**src/rtl/uart_pkg.sv**
```systemverilog
// ============================================================================
// Module   : uart_pkg
// Purpose  : Shared UART types, line constants and parity helper (TX and RX).
// Revision : 1.0 - initial release
// ============================================================================
`default_nettype none

package uart_pkg;

    typedef enum logic [2:0] {
        IDLE   = 3'd0,
        START  = 3'd1,
        DATA   = 3'd2,
        PARITY = 3'd3,
        STOP   = 3'd4
    } tx_state_t;

    localparam logic TX_IDLE_LEVEL = 1'b1;

    // Narrower words are zero-extended by the caller; extra zeros do not alter the XOR.
    function automatic logic calc_parity(input logic [8:0] data, input logic odd);
        return (^data) ^ odd;
    endfunction

endpackage

`default_nettype wire

```
**src/rtl/uart_tx_frame.sv**
```systemverilog
// ============================================================================
// Module   : uart_tx_frame
// Purpose  : UART transmit framer: start, LSB-first data, optional parity
//            (macro UART_TX_PARITY_EN), stop bit(s); paced by baud_tick_i.
// Revision : 1.0 - initial release
// ============================================================================
`default_nettype none

module uart_tx_frame
    import uart_pkg::*;
#(
    parameter int DATA_BITS  = 8,
    parameter int STOP_BITS  = 1
`ifdef UART_TX_PARITY_EN
    ,
    parameter int PARITY_ODD = 0
`endif
) (
    input  logic                 clk,
    input  logic                 rst_n,
    input  logic                 tx_start_i,
    input  logic [DATA_BITS-1:0] tx_data_i,
    input  logic                 baud_tick_i,
    output logic                 tx_o,
    output logic                 tx_busy_o,
    output logic                 tx_done_o
);

    localparam int                CNT_W      = $clog2(DATA_BITS);
    localparam logic [CNT_W-1:0]  C_LAST_BIT = CNT_W'(DATA_BITS - 1);

    tx_state_t              state_q, state_d;
    logic [DATA_BITS-1:0]   shift_q, shift_d;
    logic [CNT_W-1:0]       bit_cnt_q, bit_cnt_d;
    logic                   stop_cnt_q, stop_cnt_d;
    logic                   tx_q, tx_d;
    logic                   busy_q, busy_d;
    logic                   done_q, done_d;
`ifdef UART_TX_PARITY_EN
    logic                   parity_q, parity_d;
`endif

    always_ff @(posedge clk or negedge rst_n) begin
        if (!rst_n) begin
            state_q    <= IDLE;
            shift_q    <= '0;
            bit_cnt_q  <= '0;
            stop_cnt_q <= 1'b0;
            tx_q       <= TX_IDLE_LEVEL;
            busy_q     <= 1'b0;
            done_q     <= 1'b0;
`ifdef UART_TX_PARITY_EN
            parity_q   <= 1'b0;
`endif
        end else begin
            state_q    <= state_d;
            shift_q    <= shift_d;
            bit_cnt_q  <= bit_cnt_d;
            stop_cnt_q <= stop_cnt_d;
            tx_q       <= tx_d;
            busy_q     <= busy_d;
            done_q     <= done_d;
`ifdef UART_TX_PARITY_EN
            parity_q   <= parity_d;
`endif
        end
    end

    always_comb begin
        state_d    = state_q;
        shift_d    = shift_q;
        bit_cnt_d  = bit_cnt_q;
        stop_cnt_d = stop_cnt_q;
        tx_d       = tx_q;
        busy_d     = busy_q;
        done_d     = 1'b0;
`ifdef UART_TX_PARITY_EN
        parity_d   = parity_q;
`endif

        case (state_q)
            IDLE: begin
                // busy is still high during the tx_done cycle, so no accept there
                busy_d = 1'b0;
                if (!busy_q && tx_start_i) begin
                    shift_d = tx_data_i;
                    tx_d    = 1'b0;
                    busy_d  = 1'b1;
                    state_d = START;
`ifdef UART_TX_PARITY_EN
                    parity_d = calc_parity(9'(tx_data_i), 1'(PARITY_ODD));
`endif
                end
            end
            START: begin
                if (baud_tick_i) begin
                    tx_d      = shift_q[0];
                    bit_cnt_d = '0;
                    state_d   = DATA;
                end
            end
            DATA: begin
                if (baud_tick_i) begin
                    if (bit_cnt_q != C_LAST_BIT) begin
                        shift_d   = shift_q >> 1;
                        tx_d      = shift_q[1];
                        bit_cnt_d = bit_cnt_q + 1'b1;
                    end else begin
`ifdef UART_TX_PARITY_EN
                        tx_d    = parity_q;
                        state_d = PARITY;
`else
                        tx_d       = TX_IDLE_LEVEL;
                        stop_cnt_d = 1'b0;
                        state_d    = STOP;
`endif
                    end
                end
            end
`ifdef UART_TX_PARITY_EN
            PARITY: begin
                if (baud_tick_i) begin
                    tx_d       = TX_IDLE_LEVEL;
                    stop_cnt_d = 1'b0;
                    state_d    = STOP;
                end
            end
`endif
            STOP: begin
                if (baud_tick_i) begin
                    if ((STOP_BITS == 1) || stop_cnt_q) begin
                        tx_d    = TX_IDLE_LEVEL;
                        done_d  = 1'b1;
                        state_d = IDLE;
                    end else begin
                        stop_cnt_d = 1'b1;
                    end
                end
            end
            default: begin
                tx_d    = TX_IDLE_LEVEL;
                state_d = IDLE;
            end
        endcase
    end

    assign tx_o      = tx_q;
    assign tx_busy_o = busy_q;
    assign tx_done_o = done_q;

endmodule

`default_nettype wire

```
**config.mk**
```make
export PLATFORM = sky130hd
export DESIGN_NAME = uart_tx_frame
export DESIGN_NICKNAME = d
export VERILOG_FILES = /design/src/rtl/uart_pkg.sv /design/src/rtl/uart_tx_frame.sv
export SDC_FILE = /design/constraint.sdc
export NUM_CORES = 1
export LEC_CHECK = 0
export CAP_MARGIN = 20
export CORE_MARGIN = 10
export CORE_UTILIZATION = 40
export CTS_CLUSTER_DIAMETER = 100
export DETAILED_ROUTE_END_ITERATION = 7
export HOLD_SLACK_MARGIN = 0.02
export SETUP_SLACK_MARGIN = 0.4
export SYNTH_ARGS = -nofsm -noshare
export SYNTH_HDL_FRONTEND = slang
export SYNTH_SLANG_ARGS = --single-unit
```
**constraint.sdc**
```tcl
create_clock -name clk -period 1.8 [get_ports clk]
set_clock_uncertainty 0.15 [all_clocks]
set_input_delay 0.27 -clock clk [delete_from_list [all_inputs] [get_ports clk]]
set_output_delay 0.27 -clock clk [all_outputs]
set_load 0.01 [all_outputs]
```
# Word-level counts from Yosys, hierarchy flattened
# Index checks and enable logic that the tools add are counted.
# Widths: inputs -> output; s select.
word_totals:
  reg_bits: 17
  input_bits: 12
  output_inout_bits: 3
  elab_cells: 48
classes:
  addsub: 1
  n_eq_ne: 10
  n_mux: 22
  reduce_logical: 9
ops:
  columns: ["operator", "count"]
  rows:
  - ["$mux 8", 3]
  - ["$mux 3", 7]
  - ["$pmux 8 s2", 1]
  - ["$ne 2x2->1 const B", 6]
  - ["$pmux 3 s4", 1]
  - ["$reduce_and 4->1", 3]
  - ["$mux 1", 8]
  - ["$pmux 3 s2", 1]
  - ["$reduce_and 5->1", 1]
  - ["$pmux 1 s4", 1]
  - ["$reduce_bool 2->1", 2]
  - ["$add 3x1->3 const B", 1]
  - ["$eq 3x1->1 const B", 1]
  - ["$eq 3x2->1 const B", 1]
  - ["$eq 3x3->1 const B", 1]
  - ["$logic_not 3->1", 1]
  - ["$ne 3x3->1 const B", 1]
  - ["$logic_and 1x1->1", 1]
  - ["$logic_not 1->1", 1]

# Depth between registers and ports, before layout
logic_depth:
  ltp_word: 4
  depth_mapped: 7
  ltp_nobuf: 6

# Worst setup path before layout
# OpenSTA, ideal clock, no wires.
synth_timing:
  path_kind: "reg-to-reg"
  start: "reg bit_cnt_q[0]"
  end: "reg shift_q[0]"
  setup_ps: 136
  arrival_time_ps: 1445
  required_ps: 1514
  path_slack_ps: 69
  stages_incl_launch_ff: 8
  path_buffers: 1
  period_less_slack_ps: 1731
  cell_sequence: "dfrtp_1 ha_1 ha_1 nor3b_4 a32oi_2 buf_6 nand2_1 o21ai_0"
synth_between:
  elab_chain_len: 3
synth_rtl:
  columns: ["element", "line_no", "source"]
  rows:
  - ["from (decl)", "uart_tx_frame.sv:34", "logic [CNT_W-1:0] bit_cnt_q, bit_cnt_d;"]
  - ["from (signal assigned)", "uart_tx_frame.sv:58", "bit_cnt_q <= bit_cnt_d;"]
  - ["$ne 3x3->1", "uart_tx_frame.sv:104", "if (bit_cnt_q != C_LAST_BIT) begin"]
  - ["$ne 2x2->1 (no source line)", null, null]
  - ["$reduce_and 4->1 (no source line)", null, null]
  - ["to (signal assigned)", "uart_tx_frame.sv:57", "shift_q <= shift_d;"]
  - ["to (decl)", "uart_tx_frame.sv:33", "logic [DATA_BITS-1:0] shift_q, shift_d;"]
# No other way between the ends.
# A chain may end at the register's enable or synchronous reset.

# Final worst setup path
layout_timing:
  start: "reg bit_cnt_q[1]"
  end: "reg bit_cnt_q[0]"
layout_between:
  elab_chain_len: 3
layout_rtl:
  columns: ["element", "line_no"]
  rows:
  - ["$ne 3x3->1", "uart_tx_frame.sv:104"]
  - ["$ne 2x2->1 (no source line)", null]
  - ["$reduce_and 4->1 (no source line)", null]
# No other way between the ends.

==> metrics.md <==
| Metric | Value |
|---|---|
| Ys async rst share | 1.000 |
| Core Rows | 17 |
| Switching power | 0.7069 mW |
| Initial core utilization | 0.4301 |
| Worst path required time | 1.84 ns |
| Die Area | 0.004793 mm^2 |
| Comb power frac | 0.526 |
| Crit. End Element | flop |
| Combinational family with the most area after synthesis | simple AND/OR/NAND/NOR gates |
| Minimum clock period | between 1.5 and 2 ns |
| Worst slew margin | 0.6637 |
| Grt total ovfl | 0 |
| GP Congestion | 0.8665 |
| Top_reg_cell synth | dfrtp_1 |
| Synth area leader | dfrtp_1 |
| # clock sinks | 17 |
| Post-synth top area share | 0.4129 |
| Compound-Gate Fraction of Synth Area | 0.1677 |
| Power Total | 1.868 mW |
| Initial antenna violation count | 0 |
| Share of cells above drive strength 1 | 0.3740 |
| DP Worst Slack | -0.2244 ns |
| FF+latch area | 430.4 um^2 |
| Total global-route track usage | 0.09437 |
| DP HPWL | between 1500 and 2000 um |
| Area Growth Syn to Fin | 34.45% |
| Vias per cell | 5.086 |
| FF+latch count, synth | 17 |
| PnR worst setup slack | 0.03298 ns |
| Yosys warns | 0 |
| Status | completed |
| Critical Path Source Type | flop |
| Iter 0 DRT Violations | 42 |
| Syn Area/Cell | 10.21 um^2 |
| Total Nets Final | 138 |
| First-pass GRT wire length | 3712 um |
| DRT Pass-1 Iters | 4 |
| Max Clk Rate | 565.9 MHz |
| Post-synth EDFFs | 0 |
| Final period util | 0.9817 |
| WL per Instance | 14.40 um |
| RSZ-0062 raised after global routing | true |
| Core Box Area | 0.002255 mm^2 |
| R2r endpoint | bit_cnt_q[0]$_DFFE_PN0P_ |
| Die Width | 69.24 um |
| Vias | approximately 770 |
| Mux share of post-synthesis cell area | 0.1071 |
| Ant. Diodes | 0 |
| Max VDD drop | 0.7703 mV |
| Setup violators final | 0 |
| Power Density | around 1400 mW/mm^2 |
| CTS tree | built |
| Post-Synth Simple-Gate Area | 0.1806 |
| Reg-to-reg setup timing slack | 0.03 ns |
| Sequential area share after synthesis | 0.4400 |
| Bufs on Longest Clock Path | 2 |
| Worst r2r path cells | 7 |
| Num ports | 15 |
| # port buffers | 14 |
| Synth unique cells | 29 |
| Fillcell total | about 220 |
| Max-Cap Viols | 0 |
| CTS clk-pin slew, worst paths | 0.09 ns |
| Clock share of power | 0.109 |
| DRC viols | 0 |
| Synth Net Count | 109 |
| XOR/XNOR Fraction of Synth Area | 0.009032 |
| Post-DRT Antenna Nets | 0 |
| Die Y | 69.24 um |
| Final Max Slew Viols | 0 |
| Post-Route WL | 2175 um |
| Area of the multi-input gates | 531.8 um^2 |
| WP data arrival | 1.81 ns |
| Switching Share | 0.3785 |
| Flop pwr share | 0.365 |
| Largest net degree at the start of global routing | 17 |
| Number of global-route vias before repair | 810 |
| Adder-Cell Fraction of Synth Area | 0.02581 |
| Num CTS Buffers | 3 |
| Worst Hold Class | input port to asynchronous set/reset pin |
| Hold Vio Cnt, Final | 0 |
| Area contributors post-synth | dfrtp_1, mux2i_1, o21ai_0 |
| Post-Syn Instances | 95 |
| Leak Pwr | 0.5625 nW |
| WS Path Type | flop to flop |
| Slew @ Worst Pin | 0.5044 ns |
| Clk_lat worst skew | 0.29 ns |
| Int Pwr | 1.161 mW |
| CTS HTree Levels | 1 |
| Mapped Area | around 970 um^2 |
| Crit-path max FO | 3 |
| Clk root buf | clkbuf_4 |
| FF-to-FF Start | bit_cnt_q[1]$_DFFE_PN0P_ |
area by class of cell:
class / instances / share of cell area
multi-input cells: 69 / 0.4079
flip-flops and latches: 17 / 0.3301
repair buffers: 31 / 0.2073
well taps: 28 / 0.02687
clock buffers: 4 / 0.02015
inverters: 2 / 0.007678
critical path, stage by stage, from the launching register on:
cell     delay (ns)
dfrtp_1        0.38
ha_2           0.20
ha_4           0.15
nor3b_4        0.05
buf_4          0.13
and2_4         0.15
mux2_4         0.26
a22o_1         0.19
registers in the layout (all words and copies together), names as in the netlist:
register and cells:
state_q 3, tx_busy_o 1, bit_cnt_q 3, shift_q 8
tx_done_o 1, tx_o 1
kinds of logic after synthesis:
kind of cell,after synthesis
simple gates,33
flops,17
xor+xnor,1
fa+ha+maj,2
mux,10
buf+inv,9
compound gates,23
through the flow:
step	instance area [um^2]	hold slack [ns]	setup TNS, ns	std cells	utilization
finish	1304	0.1159	0	151	0.5782
global route	1304	0.1165	-0.1881	151	0.5782
CTS	1264	0.1213	0	149	0.5605
detailed placement	1167	0.3255	-1.502	139	0.5178
global placement	1167	0.3084	-1.051	139	0.5178
floorplan	991.0	-0.1756	0	95	-
routing by layer:
layer  global-route usage  up-vias  part of all wire
li1                     -      394                 -
met1              0.09992      357              0.44
met2               0.1643       13              0.52
met3              0.03281        4             0.031
met4              0.03991        0             0.012
met5                    0        -                 0
power by group through the flow:
stage	clock [mW]	sequential [mW]	combinational [mW]
after floorplan	0	0.654	0.634
after global placement	0	0.684	0.788
after detailed placement	0	0.693	0.821
after CTS	0.215	0.676	0.947
after global routing	0.227	0.710	1.09
final	0.203	0.683	0.982
what timing repair did:
action | CTS | global route
pin swaps | 5 | 7
setup buffers | 6 | 2
gates resized for setup | 16 | 12
endpoints found under the setup margin | 18 | 18
hold buffers | 0 | 0
synthesized netlist by cell type (2+ instances only):
cell / n
nand3_1: 3
inv_1: 2
nand2b_1: 3
a32oi_1: 3
nor2b_1: 2
o21ai_2: 2
o21ai_0: 12
ha_1: 2
buf_6: 4
buf_2: 3
mux2i_1: 7
nor3_1: 4
nand2_1: 12
dfrtp_1: 16
nor2_1: 3
a21oi_1: 2
mux2_2: 3
how the worst max path moves through the flow:
stage | from | endpoint | slack, ns | depth (start not counted)
floorplan | bit_cnt_q[1]$_DFFE_PN0P_ | shift_q[0]$_DFFE_PN0P_ | 0.16 | 7
global placement | baud_tick_i | shift_q[3]$_DFFE_PN0P_ | -0.16 | 4
detailed placement | baud_tick_i | shift_q[4]$_DFFE_PN0P_ | -0.22 | 4
CTS | bit_cnt_q[1]$_DFFE_PN0P_ | shift_q[4]$_DFFE_PN0P_ | 0.06 | 6
global route | bit_cnt_q[1]$_DFFE_PN0P_ | shift_q[2]$_DFFE_PN0P_ | -0.04 | 6
finish | bit_cnt_q[1]$_DFFE_PN0P_ | bit_cnt_q[0]$_DFFE_PN0P_ | 0.03 | 7
layout by cell type, fill, tap and decap left out, types with 2 or more instances in the layout:
master and count:
nor2_1 3, o21ai_0 10, a32oi_1 3, buf_4 15
mux2i_1 7, o21ai_2 3, dfrtp_2 3, nand2b_1 3
buf_6 3, clkbuf_4 3, mux2_2 2, nand3_1 2
nor3_1 4, clkdlybuf4s50_1 11, dfrtp_1 13, nand2_1 11
No activity file was read; power rests on OpenSTA's default activity.
==> RTL edit, RTL diff (same flow settings) <==
Reset style: synchronous (`rst_n`), changed in one clocked block.
--- a/src/rtl/uart_tx_frame.sv
+++ b/src/rtl/uart_tx_frame.sv
@@ -41,5 +41,5 @@
 `endif
 
-    always_ff @(posedge clk or negedge rst_n) begin
+    always_ff @(posedge clk) begin
         if (!rst_n) begin
             state_q    <= IDLE;
Formal check against the unedited RTL: differs if rst_n is asserted again (counterexample within 4 cycles, from zero or initial values and one cycle with rst_n low); with rst_n held inactive, the same outputs for 10 cycles.
==> RTL edit against the original RTL <==
First-iteration DRC count is 48% lower; sequential share of layout area is 4.6 points lower; wire length is 13% lower; sequential cell count stayed put; critical endpoint is now tx_o; area after synthesis is 7.2% lower; highest routed layer unchanged; final cell count is 2.0% lower; critical path depth is 1 lower; setup slack better by 53 ps; cell area is 5.5% lower.
Power is not compared: it rests on default switching activity, and its combinational part moved more than twofold at a synthesized area within 25%.
==> RTL edit: results (changes against the original RTL) <==
.. list-table::
   :header-rows: 1

   * - Metric
     - Value
   * - Run status
     - complete, no violations (unchanged)
   * - Final hold slack
     - 228 ps (was 116 ps)
   * - Average size of a mapped cell
     - 9.47 sq um (was 10.2 sq um)
   * - Post-route cell area
     - 1230 sq um (was 1300 sq um)
   * - Worst slack, placed
     - -128 ps (was -224 ps)
   * - Kind of cell with the highest combined delay on the critical path
     - simple AND/OR/NAND/NOR gates (was flip-flops)
   * - Tightest slew margin relative to the limit
     - 75.9% (was 66.4%)
   * - Clk cell area share
     - 2.23% (was 2.02%)
   * - Synthesized-area fraction occupied by adder cells
     - 2.78% (was 2.58%)
   * - Type of the tightest min-delay check
     - in2reg (was in2async)
   * - Part of the Yosys area used for sequential elements
     - 37.8% (was 44.0%)
   * - Final-stage net count
     - 135 (was 138)
   * - Number of signal-net buffers in the layout
     - 29 (was 31)
   * - Routed WL
     - 1890 um (was 2180 um)
   * - Placer congestion estimate
     - 0.697 (was 0.867)
   * - Number of global-route vias before repair
     - 710 (was 810)
   * - Pin count of the biggest net entering global routing
     - 20 (was 17)
   * - Most numerous cell types in the synthesized netlist
     - 17 x dfxtp_1, 11 x mux2i_1, 9 x nand2_1 (was 16 x dfrtp_1, 12 x nand2_1, 12 x o21ai_0)
   * - Layout cell share with drive strength beyond 1
     - 30.8% (was 37.4%)
   * - Number of non-clock inverters
     - 0 (was 2)
   * - First-pass GRT wire length
     - 3040 um (was 3710 um)
   * - Combined area of the multi-input logic cells
     - 553 sq um (was 532 sq um)
   * - Xor/xnor cell area share of the yosys netlist
     - 0% (was 0.903%)
   * - Routed via count divided by cell count
     - 5.30 (was 5.09)
   * - Combined flip-flop and latch cell area
     - 350 sq um (was 430 sq um)
-- RTL edit: changes by cell type after synthesis, moves of 3 or more --
cell,delta
a21oi_1,+5
dfrtp_1,-16
o21ai_0,-6
mux2_2,-3
a32oi_1,-3
nor3b_1,+3
nand2_1,-3
mux2i_1,+4
dfxtp_1,+17
-- RTL edit: worst max path at each step --
| stage | slack, ps | startpoint | end | cells after the start |
|---|---|---|---|---|
| after floorplan | 160 | bit_cnt_q[1] | shift_q[1] | 7 |
| after detailed placement | -130 | tx_start_i | tx_o | 6 |
| after global routing | 60 | bit_cnt_q[0] | shift_q[5] | 7 |
| after global placement | -120 | tx_start_i | tx_o | 6 |
| final | 90 | bit_cnt_q[0] | tx_o | 6 |
| after CTS | 120 | bit_cnt_q[0] | shift_q[5] | 7 |
-- RTL edit: per-layer routing --
metal	GRT usage, %	wire length (um)
met5	0	0
met3	2.64	99
met4	2.31	12
met2	14.9	883
met1	8.98	895
